==> config.mk <==
export PLATFORM = sky130hd
export DESIGN_NAME = trace_frame_ctl_flat
export DESIGN_NICKNAME = d
export VERILOG_FILES = /design/src/rtl/orbtrace_pkg.sv /design/src/rtl/trace_frame_ctl_if.sv /design/src/rtl/trace_frame_ctl_fifo.sv /design/src/rtl/trace_frame_ctl.sv /design/src/flat_wrapper.sv
export SDC_FILE = /design/constraint.sdc
export NUM_CORES = 1
export LEC_CHECK = 0
export CAP_MARGIN = 20
export CELL_PAD_IN_SITES_DETAIL_PLACEMENT = 1
export CELL_PAD_IN_SITES_GLOBAL_PLACEMENT = 2
export CORE_UTILIZATION = 46
export DETAILED_ROUTE_END_ITERATION = 7
export PLACE_DENSITY_LB_ADDON = 0.1
export SETUP_SLACK_MARGIN = 0.15
export SLEW_MARGIN = 25
export SYNTH_ARGS = -nofsm -noshare
export SYNTH_HDL_FRONTEND = slang
export SYNTH_HIERARCHICAL = 1
export SYNTH_SLANG_ARGS = --single-unit
==> constraint.sdc <==
create_clock -name clk -period 12.6 [get_ports clk]
set_input_delay 2.52 -clock clk [delete_from_list [all_inputs] [get_ports clk]]
set_output_delay 2.52 -clock clk [all_outputs]
set_load 0.03 [all_outputs]
==> src/rtl/orbtrace_pkg.sv <==
// Shared constants and state encoding for the trace frame controller.
package orbtrace_pkg;

    localparam int FRAME_BITS = 128;
    localparam int WORD_BITS  = 16;

    typedef enum logic [1:0] {
        IDLE    = 2'd0,
        WAIT    = 2'd1,
        COLLECT = 2'd2,
        STORE   = 2'd3
    } state_t;

endpackage

==> src/rtl/trace_frame_ctl_if.sv <==
// Frame handoff to the downstream packer: valid/ready with a full-frame payload.
interface trace_frame_ctl_if
    import orbtrace_pkg::*;
#(
    parameter int WIDTH = FRAME_BITS
);
    logic             FrameValid;
    logic [WIDTH-1:0] Frame;
    logic             FrameReady;

    modport master (output FrameValid, output Frame, input FrameReady);
    modport slave  (input FrameValid, input Frame, output FrameReady);

endinterface

==> src/rtl/trace_frame_ctl_fifo.sv <==
// First-word-fall-through frame FIFO with a registered head (dout/dout_valid).
module frame_fifo #(
    parameter int WIDTH = 128,
    parameter int DEPTH = 4
) (
    input  logic             clk,
    input  logic             rst,
    input  logic             push,
    input  logic [WIDTH-1:0] din,
    input  logic             pop,
    output logic             full,
    output logic             dout_valid,
    output logic [WIDTH-1:0] dout
);
    localparam int            AW      = $clog2(DEPTH);
    localparam logic [AW:0]   DEPTH_P = (AW+1)'(DEPTH);

    logic [WIDTH-1:0] mem [DEPTH];
    logic [AW:0]      wptr, rptr, wptr_n, rptr_n;
    logic             do_push, do_pop;

    assign full    = (wptr - rptr) == DEPTH_P;
    assign do_pop  = pop & dout_valid;
    assign do_push = push & (~full | do_pop);
    assign wptr_n  = wptr + {{AW{1'b0}}, do_push};
    assign rptr_n  = rptr + {{AW{1'b0}}, do_pop};

    always_ff @(posedge clk) begin
        if (do_push) mem[wptr[AW-1:0]] <= din;
    end

    // The head register is reloaded every cycle; when the new head is the
    // entry being written right now, it has to come straight from din.
    always_ff @(posedge clk or negedge rst) begin
        if (!rst) begin
            wptr       <= '0;
            rptr       <= '0;
            dout_valid <= 1'b0;
            dout       <= '0;
        end else begin
            wptr       <= wptr_n;
            rptr       <= rptr_n;
            dout_valid <= (wptr_n != rptr_n);
            if (wptr_n != rptr_n)
                dout <= (do_push && (wptr == rptr_n)) ? din : mem[rptr_n[AW-1:0]];
        end
    end

endmodule

==> src/rtl/trace_frame_ctl.sv <==
// Assembles 16-bit trace words into 128-bit TPIU frames, aligned on PacketReset,
// and queues them for the downstream packer with frame/overflow statistics.
//
//   state   | meaning
//   IDLE    | disabled or out of sync; all input discarded
//   WAIT    | in sync, waiting for PacketReset to establish alignment
//   COLLECT | storing words into the assembly register
//   STORE   | completed frame offered to the FIFO for one cycle
module trace_frame_ctl
    import orbtrace_pkg::*;
#(
    parameter int FRAME_WORDS = 8,
    parameter int DEPTH       = 4,
    parameter int CNTW        = 8
) (
    input  logic                  clk,
    input  logic                  rst,
    input  logic                  enable,
    input  logic                  WdAvail,
    input  logic [WORD_BITS-1:0]  PacketWd,
    input  logic                  PacketReset,
    input  logic                  sync,
    trace_frame_ctl_if.master     frame_out,
    output logic                  Framing,
    output logic [CNTW-1:0]       FrameCnt,
    output logic [CNTW-1:0]       OvfCnt
);
    localparam int              IW   = $clog2(FRAME_WORDS);
    localparam logic [IW-1:0]   LAST = IW'(FRAME_WORDS - 1);

    state_t                 state;
    logic [IW-1:0]          idx;
    logic [WORD_BITS-1:0]   asm_wd [FRAME_WORDS];
    logic [FRAME_BITS-1:0]  frame_q;
    logic                   run, push, pop, full, accept;

    assign run    = enable & sync;
    assign pop    = frame_out.FrameValid & frame_out.FrameReady;
    // A frame completed just before a sync/enable loss is abandoned with the rest.
    assign push   = (state == STORE) & run;
    assign accept = push & (~full | pop);

    assign Framing = (state == COLLECT) && (idx != '0);

    always_ff @(posedge clk or negedge rst) begin
        if (!rst) begin
            state    <= IDLE;
            idx      <= '0;
            frame_q  <= '0;
            FrameCnt <= '0;
            OvfCnt   <= '0;
            for (int i = 0; i < FRAME_WORDS; i++) asm_wd[i] <= '0;
        end else begin
            if (push) begin
                if (accept) begin
                    if (FrameCnt != '1) FrameCnt <= FrameCnt + CNTW'(1);
                end else begin
                    if (OvfCnt != '1) OvfCnt <= OvfCnt + CNTW'(1);
                end
            end

            if (!run) begin
                state <= IDLE;
                idx   <= '0;
            end else begin
                unique case (state)
                    IDLE: state <= WAIT;
                    WAIT: begin
                        if (PacketReset) begin
                            state <= COLLECT;
                            idx   <= '0;
                        end
                    end
                    COLLECT: begin
                        if (PacketReset) begin
                            idx <= '0;
                        end else if (WdAvail) begin
                            asm_wd[idx] <= PacketWd;
                            if (idx == LAST) begin
                                for (int i = 0; i < FRAME_WORDS - 1; i++)
                                    frame_q[i*WORD_BITS +: WORD_BITS] <= asm_wd[i];
                                frame_q[FRAME_BITS-WORD_BITS +: WORD_BITS] <= PacketWd;
                                idx   <= '0;
                                state <= STORE;
                            end else begin
                                idx <= idx + IW'(1);
                            end
                        end
                    end
                    STORE: begin
                        state <= COLLECT;
                        if (PacketReset) begin
                            idx <= '0;
                        end else if (WdAvail) begin
                            asm_wd[0] <= PacketWd;
                            idx       <= IW'(1);
                        end else begin
                            idx <= '0;
                        end
                    end
                    default: state <= IDLE;
                endcase
            end
        end
    end

    frame_fifo #(
        .WIDTH (FRAME_BITS),
        .DEPTH (DEPTH)
    ) u_fifo (
        .clk        (clk),
        .rst        (rst),
        .push       (push),
        .din        (frame_q),
        .pop        (pop),
        .full       (full),
        .dout_valid (frame_out.FrameValid),
        .dout       (frame_out.Frame)
    );

endmodule

==> src/flat_wrapper.sv <==
// flat-port wrapper written by rule: the top's interface ports become plain ports
module trace_frame_ctl_flat import orbtrace_pkg::*;
#(
    parameter int FRAME_WORDS = 8,
    parameter int DEPTH       = 4,
    parameter int CNTW        = 8
)
  (clk, rst, enable, WdAvail, PacketWd, PacketReset, sync, Framing, FrameCnt, OvfCnt, frame_out_FrameValid, frame_out_Frame, frame_out_FrameReady);
  trace_frame_ctl_if frame_out_i ();
  input  logic clk;
  input  logic rst;
  input  logic enable;
  input  logic WdAvail;
  input  logic [WORD_BITS-1:0] PacketWd;
  input  logic PacketReset;
  input  logic sync;
  output logic Framing;
  output logic [CNTW-1:0] FrameCnt;
  output logic [CNTW-1:0] OvfCnt;
  output wire logic [$bits(frame_out_i.FrameValid)-1:0] frame_out_FrameValid;
  output wire logic [$bits(frame_out_i.Frame)-1:0] frame_out_Frame;
  input wire logic [$bits(frame_out_i.FrameReady)-1:0] frame_out_FrameReady;
  assign frame_out_FrameValid = frame_out_i.FrameValid;
  assign frame_out_Frame = frame_out_i.Frame;
  assign frame_out_i.FrameReady = frame_out_FrameReady;
  trace_frame_ctl #(.FRAME_WORDS(FRAME_WORDS), .DEPTH(DEPTH), .CNTW(CNTW)) u_core (.clk(clk), .rst(rst), .enable(enable), .WdAvail(WdAvail), .PacketWd(PacketWd), .PacketReset(PacketReset), .sync(sync), .frame_out(frame_out_i), .Framing(Framing), .FrameCnt(FrameCnt), .OvfCnt(OvfCnt));
endmodule
Word-level counts from Yosys, hierarchy flattened

Memories as Yosys holds them, arrays and structs flattened.
Index checks and enable logic that the tools add are counted.

RAM bits: 512
Output and inout bits: 146
Bits in registers: 412
Memories kept: 1
Input bits: 23

Reductions and logical operators: 13
Muxes and demuxes: 25
Equal/unequal tests: 19
Order comparisons: 2
$add $sub $neg: 6
Bitwise logic cells: 12

Memory list:

| memory            | depth | bits a word | read ports | clocked after Yosys merged registers in | wr ports | line                       | text |
|---|---|---|---|---|---|---|---|
| u_core.u_fifo.mem | 4     | 128         | 1          | 0                                       | 1        | trace_frame_ctl_fifo.sv:18 | `logic [WIDTH-1:0] mem [DEPTH];` |

Operators by type and width:

| cell                                                                          | number |
|---|---|
| 128-bit 2-to-1 mux                                                            | 3 |
| 128-bit bitwise mux                                                           | 1 |
| 16-bit demux with 3-bit select                                                | 1 |
| 16-bit 2-to-1 mux                                                             | 3 |
| 16-bit one-hot mux with 2 select lines                                        | 1 |
| 8-bit by 1-bit adder with 8-bit output (second input constant)                | 2 |
| 8-bit != test (second input constant)                                         | 2 |
| 3-bit 2-to-1 mux                                                              | 5 |
| 3-bit != test (second input constant)                                         | 4 |
| 2-bit 2-to-1 mux                                                              | 5 |
| 3-bit one-hot mux with 3 select lines                                         | 1 |
| 3-bit AND reduction                                                           | 3 |
| 2-bit != test (second input constant)                                         | 4 |
| 4-bit != test (second input constant)                                         | 2 |
| 2-bit one-hot mux with 4 select lines                                         | 1 |
| 4-bit AND reduction                                                           | 2 |
| 3-bit by 1-bit adder with 3-bit output                                        | 2 |
| 1-bit bitwise AND                                                             | 6 |
| 3-bit == test (second input constant)                                         | 2 |
| 6-bit AND reduction                                                           | 1 |
| 5-bit AND reduction                                                           | 1 |
| 2-bit == test (second input constant)                                         | 2 |
| 4-bit greater-or-equal comparator (second input constant)                     | 1 |
| 4-bit by 1-bit less-than comparator with 1-bit output (second input constant) | 1 |
| other kinds (13)                                                              | 21 |

Longest topological paths before layout

Depth after elaboration: 9
Depth in mapped cells: 16
Gate-level depth less buffers: 13

Modules after synthesis

The synthesis kept the hierarchy.

By module, submodules not included:

| module          | instances | area each (um^2) | cells an instance | sequential area each (um^2) |
|---|---|---|---|---|
| frame_fifo      | 1         | 24772.5          | 1406              | 18753.0 |
| trace_frame_ctl | 1         | 10949.3          | 639               | 6531.3 |

Worst setup path after synthesis

No wires, ideal clock.

Path type: in2reg
From: input port frame_out_FrameReady
To: memory u_core.u_fifo.mem[0][0] (enable)
Path buffers: 0
Cell stages on the path: 5
Path slack: 0.186 ns
Setup time: 0.772 ns
Data arrival time: 11.642 ns
Required time: 11.828 ns
Path through: and2_1 > and2_1 > or2_2 > o21ai_0 > nor3_1

Cells in the longest elaborated chain, start to end: 6

RTL lines:

| what                                   | line                       | text |
|---|---|---|
| from (decl)                            | flat_wrapper.sv:22         | `input wire logic [$bits(frame_out_i.FrameReady)-1:0] frame_out_FrameReady;` |
| 1-bit bitwise AND                      | trace_frame_ctl.sv:38      | `assign pop = frame_out.FrameValid & frame_out.FrameReady;` |
| 1-bit bitwise AND                      | trace_frame_ctl_fifo.sv:23 | `assign do_pop = pop & dout_valid;` |
| 1-bit bitwise OR                       | trace_frame_ctl_fifo.sv:24 | `assign do_push = push & (~full \| do_pop);` |
| 1-bit bitwise AND                      | trace_frame_ctl_fifo.sv:24 |  |
| 1-bit 2-to-1 mux                       | trace_frame_ctl_fifo.sv:29 | `if (do_push) mem[wptr[AW-1:0]] <= din;` |
| 1-bit 2-to-1 mux (implied by the code) | trace_frame_ctl_fifo.sv:29 |  |
| to (decl)                              | trace_frame_ctl_fifo.sv:18 |  |

Every way passes these cells.

Worst setup path in the final report

From: input port frame_out_FrameReady
To: register u_core.u_fifo.dout[28]

Cells in the longest elaborated chain, start to end: 6

RTL lines:

| what                                   | line                       | text |
|---|---|---|
| 1-bit bitwise AND                      | trace_frame_ctl.sv:38      |  |
| via u_core.pop                         | trace_frame_ctl.sv:35      | `logic run, push, pop, full, accept;` |
| 1-bit bitwise AND                      | trace_frame_ctl_fifo.sv:23 |  |
| 1-bit bitwise OR                       | trace_frame_ctl_fifo.sv:24 |  |
| 1-bit bitwise AND                      | trace_frame_ctl_fifo.sv:24 |  |
| 3-bit by 1-bit adder with 3-bit output | trace_frame_ctl_fifo.sv:25 | `assign wptr_n = wptr + {{AW{1'b0}}, do_push};` |
| via u_core.u_fifo.wptr_n[2]            | trace_frame_ctl_fifo.sv:19 | `logic [AW:0] wptr, rptr, wptr_n, rptr_n;` |
| 3-bit != test                          | trace_frame_ctl_fifo.sv:44 | `if (wptr_n != rptr_n)` |
| to (signal assigned)                   | trace_frame_ctl_fifo.sv:45 | `dout <= (do_push && (wptr == rptr_n)) ? din : mem[rptr_n[AW-1:0]];` |
| to (decl)                              | trace_frame_ctl_fifo.sv:13 | `output logic [WIDTH-1:0] dout` |

The timed path passes the listed nets, and every way through them passes these cells.
A chain may end at the register's enable or synchronous reset.

==> run_results.csv <==
group,metric,value,unit
timing,setup_ws,6380,ps
placed_design,finalWeightedCongestion,0.699,
pwr,powerDensity,224,nW/µm²
logic_synthesis,synth_area_per_cell,17.5,µm²
global_route,antenna_found_initial,7,
routing,avgRoutedWirePerCell,25.5,µm
cells_and_area,fin_util,53.9,%
routing,via_count,18382,
timing,drv_slew,0,
floorplan,core-area,76300,µm²
cells_and_area,layout-drive-gt1-share,24.5,%
worst_setup_path,ff2ff_path_depth,13,
routing,drtPass1Iterations,5,
clock_network,postCtsSetupBuffers,0,
clock_network,cts_hold_buf,0,
run_status,status,"completed",
min_path,hold_path.class,"flip-flop to flip-flop",
clock_network,clk_pin_slew,60,ps
pwr,ir_worst_vdd,0.000239,V
logic_synthesis,syn_nets,2083,
worst_setup_path,critPathCaptureType,"flip-flop",
logic_synthesis,synth_warnings,6,
timing,fin_crit_sh,49.4,%
routing,drc,0,
timing,fmax,0.161,GHz
logic_synthesis,synth_edf_count,512,
worst_setup_path,critPathTopFamily,"simple AND/OR/NAND/NOR gates",
pwr,p_total,9.23,mW
clock_network,cts-root-buf,"clkbuf_16",
floorplan,start_util,46.8,%
global_route,grt_max_degree,150,
timing,max_slew_margin,29.6,%
worst_setup_path,slowest_delay,720,ps
logic_synthesis,ys_types,53,
worst_setup_path,cp_num_buf_inv,3,
placed_design,place_area,38100,µm²
worst_setup_path,cp.depth,13,
timing,whs,501,ps
worst_setup_path,cp_slowest_cell,"or3_4",
worst_setup_path,cp_max_fo,99,
worst_setup_path,cp.required,13060,ps
global_route,grt_pass1_wl,130000,µm
clock_network,clock-sinks,908,
cells_and_area,mostFrequentLayoutCell,"edfxtp_1",
worst_setup_path,worstPathArrival,6690,ps
logic_synthesis,synth_seq_area_share,70.8,%
worst_setup_path,critPathLaunchType,"input pin",
floorplan,row_count,101,
global_route,grt_overflow,0,
flow_run,cap_violations,0,
clock_network,clockBufferDepth,3,
global_route,grt_pass1_vias,20160,
clock_network,cts_buffers,95,
placed_design,dp.final_hpwl,43700,µm
global_route,grt_usage,22.5,%
clock_network,clock_latency,650,ps
cells_and_area,fin_area,41100,µm²
routing,ant_nets,0,
timing,worst_pin_slew,1050,ps
cells_and_area,mostFrequentLayoutCells,"edfxtp_1, dfrtp_1, nand2_1, clkdlybuf4s50_1, mux2_4",
routing,routed_wl,85200,µm
timing,period_minus_slack,6220,ps
clock_network,cts_resized,0,
timing,fin_skew,17.6,ps
timing,rsz0062_at_grt,"false",
logic_synthesis,synth_ff_type,"edfxtp_1",
placed_design,place_ws,5490,ps
routing,routed_via_density,5.51,
clock_network,htreeDepth,3,
logic_synthesis,synth_cells,2045,
min_path,holdPathStages,1,
logic_synthesis,synth_area,35700,µm²
cells_and_area,stdcell_count,3339,
floorplan,dieArea,78800,µm²
timing,setup_viol,0,
timing,hold_viol,0,
pwr,leakage,15.8,nW
logic_synthesis,async_reset_ff_share,43.6,%
logic_synthesis,synth-seq-cells,908,
floorplan,fp.dieW,281,µm
placed_design,dpl.cell_count,3160,
cells_and_area,area_delta_synth_final,15.2,%
worst_setup_path,crit_path_cell_trace,"clkdlybuf4s50_1 -> and2_1 -> and2_1 -> or2_2 -> o21ai_0 -> inv_1 -> ha_1 -> ha_1 -> xor2_1 -> xor2_1 -> or3_4 -> buf_6 -> a31oi_1",
worst_setup_path,crit_type,"input pin to flip-flop",
timing,fin_setup_tns,0,ps
routing,drt_iter0_markers,1113,
placed_design,numPortBuffers,168,
floorplan,io_pins,169,
cells_and_area,finalNetCount,2265,
clock_network,cts_tree,"done",
floorplan,die_height,281,µm
==> logic make-up (layout without fill, tap and decap cells) <==
| logic type | after synthesis | in the layout | synth area share, % |
|---|---|---|---|
| flops | 908 | 908 | 70.8 |
| simple gates | 455 | 455 | 5.37 |
| mux | 376 | 376 | 17.5 |
| compound gates | 151 | 151 | 2.69 |
| buf+inv | 124 | 387 | 2.65 |
| xor+xnor | 16 | 16 | 0.434 |
| fa+ha+maj | 15 | 15 | 0.525 |
| other cells | 0 | 1 | 0 |
==> power by group <==
| group | switching (mW) | internal (mW) |
|---|---|---|
| registers | 0.190 | 3.37 |
| logic | 1.66 | 1.29 |
| clock network | 1.14 | 1.58 |
==> synth_stat cells, types with 15 or more instances <==
library cell	number	area, µm²
buf_2	48	240
a31oi_1	128	801
mux4_2	128	2880
nor2_1	138	518
clkbuf_1	18	67.6
edfxtp_1	512	15400
dfrtp_1	396	9910
nand2_1	267	1000
mux2_4	158	2370
buf_6	22	248
mux2_2	86	968
ha_1	15	188
==> registers in the layout (all words and copies together), names as in the netlist <==
name and count:
u_core/FrameCnt 8, u_core/OvfCnt 8, u_core/asm_wd 112, u_core/frame_q 128
u_core/idx 3, u_core/state 2, u_core/u_fifo/dout 128, u_core/u_fifo/dout_valid 1
u_core/u_fifo/mem 512, u_core/u_fifo/rptr 3, u_core/u_fifo/wptr 3
==> final timing paths <==
| check | startpoint | endpoint | slack, ps |
|---|---|---|---|
| worst max-delay path | frame_out_FrameReady | u_core/u_fifo/dout[28] | 6380 |
| worst min-delay path | u_core/asm_wd[100] | u_core/frame_q[20] | 500 |
| worst max register to register | u_core/u_fifo/wptr[0] | u_core/u_fifo/dout[28] | 8100 |
| worst min register to register | u_core/asm_wd[100] | u_core/frame_q[20] | 500 |
| max in group asynchronous | rst | u_core/frame_q[86] | 8570 |
| min in group asynchronous | rst | u_core/u_fifo/dout[14] | 1840 |
==> cell type report <==
cell class                 count  area, µm²
clock inverter                44        352
multi-input combinational   1013       9550
antenna                        1       2.50
timing repair buffer         196       1940
inverter                      13       48.8
tap                         1030       1290
clock buffer                 134       2670
fill                        7097      35200
sequential                   908      25300
==> metal layers <==
metal / vias up / GRT usage, % / share of wire, %
li1: 8024 / - / -
met1: 9875 / 30.5 / 43
met4: 0 / 5.83 / 1.9
met3: 108 / 3.08 / 4.3
met5: - / 0 / 0
met2: 375 / 38.3 / 51
Power figures use the tool's default switching activity.
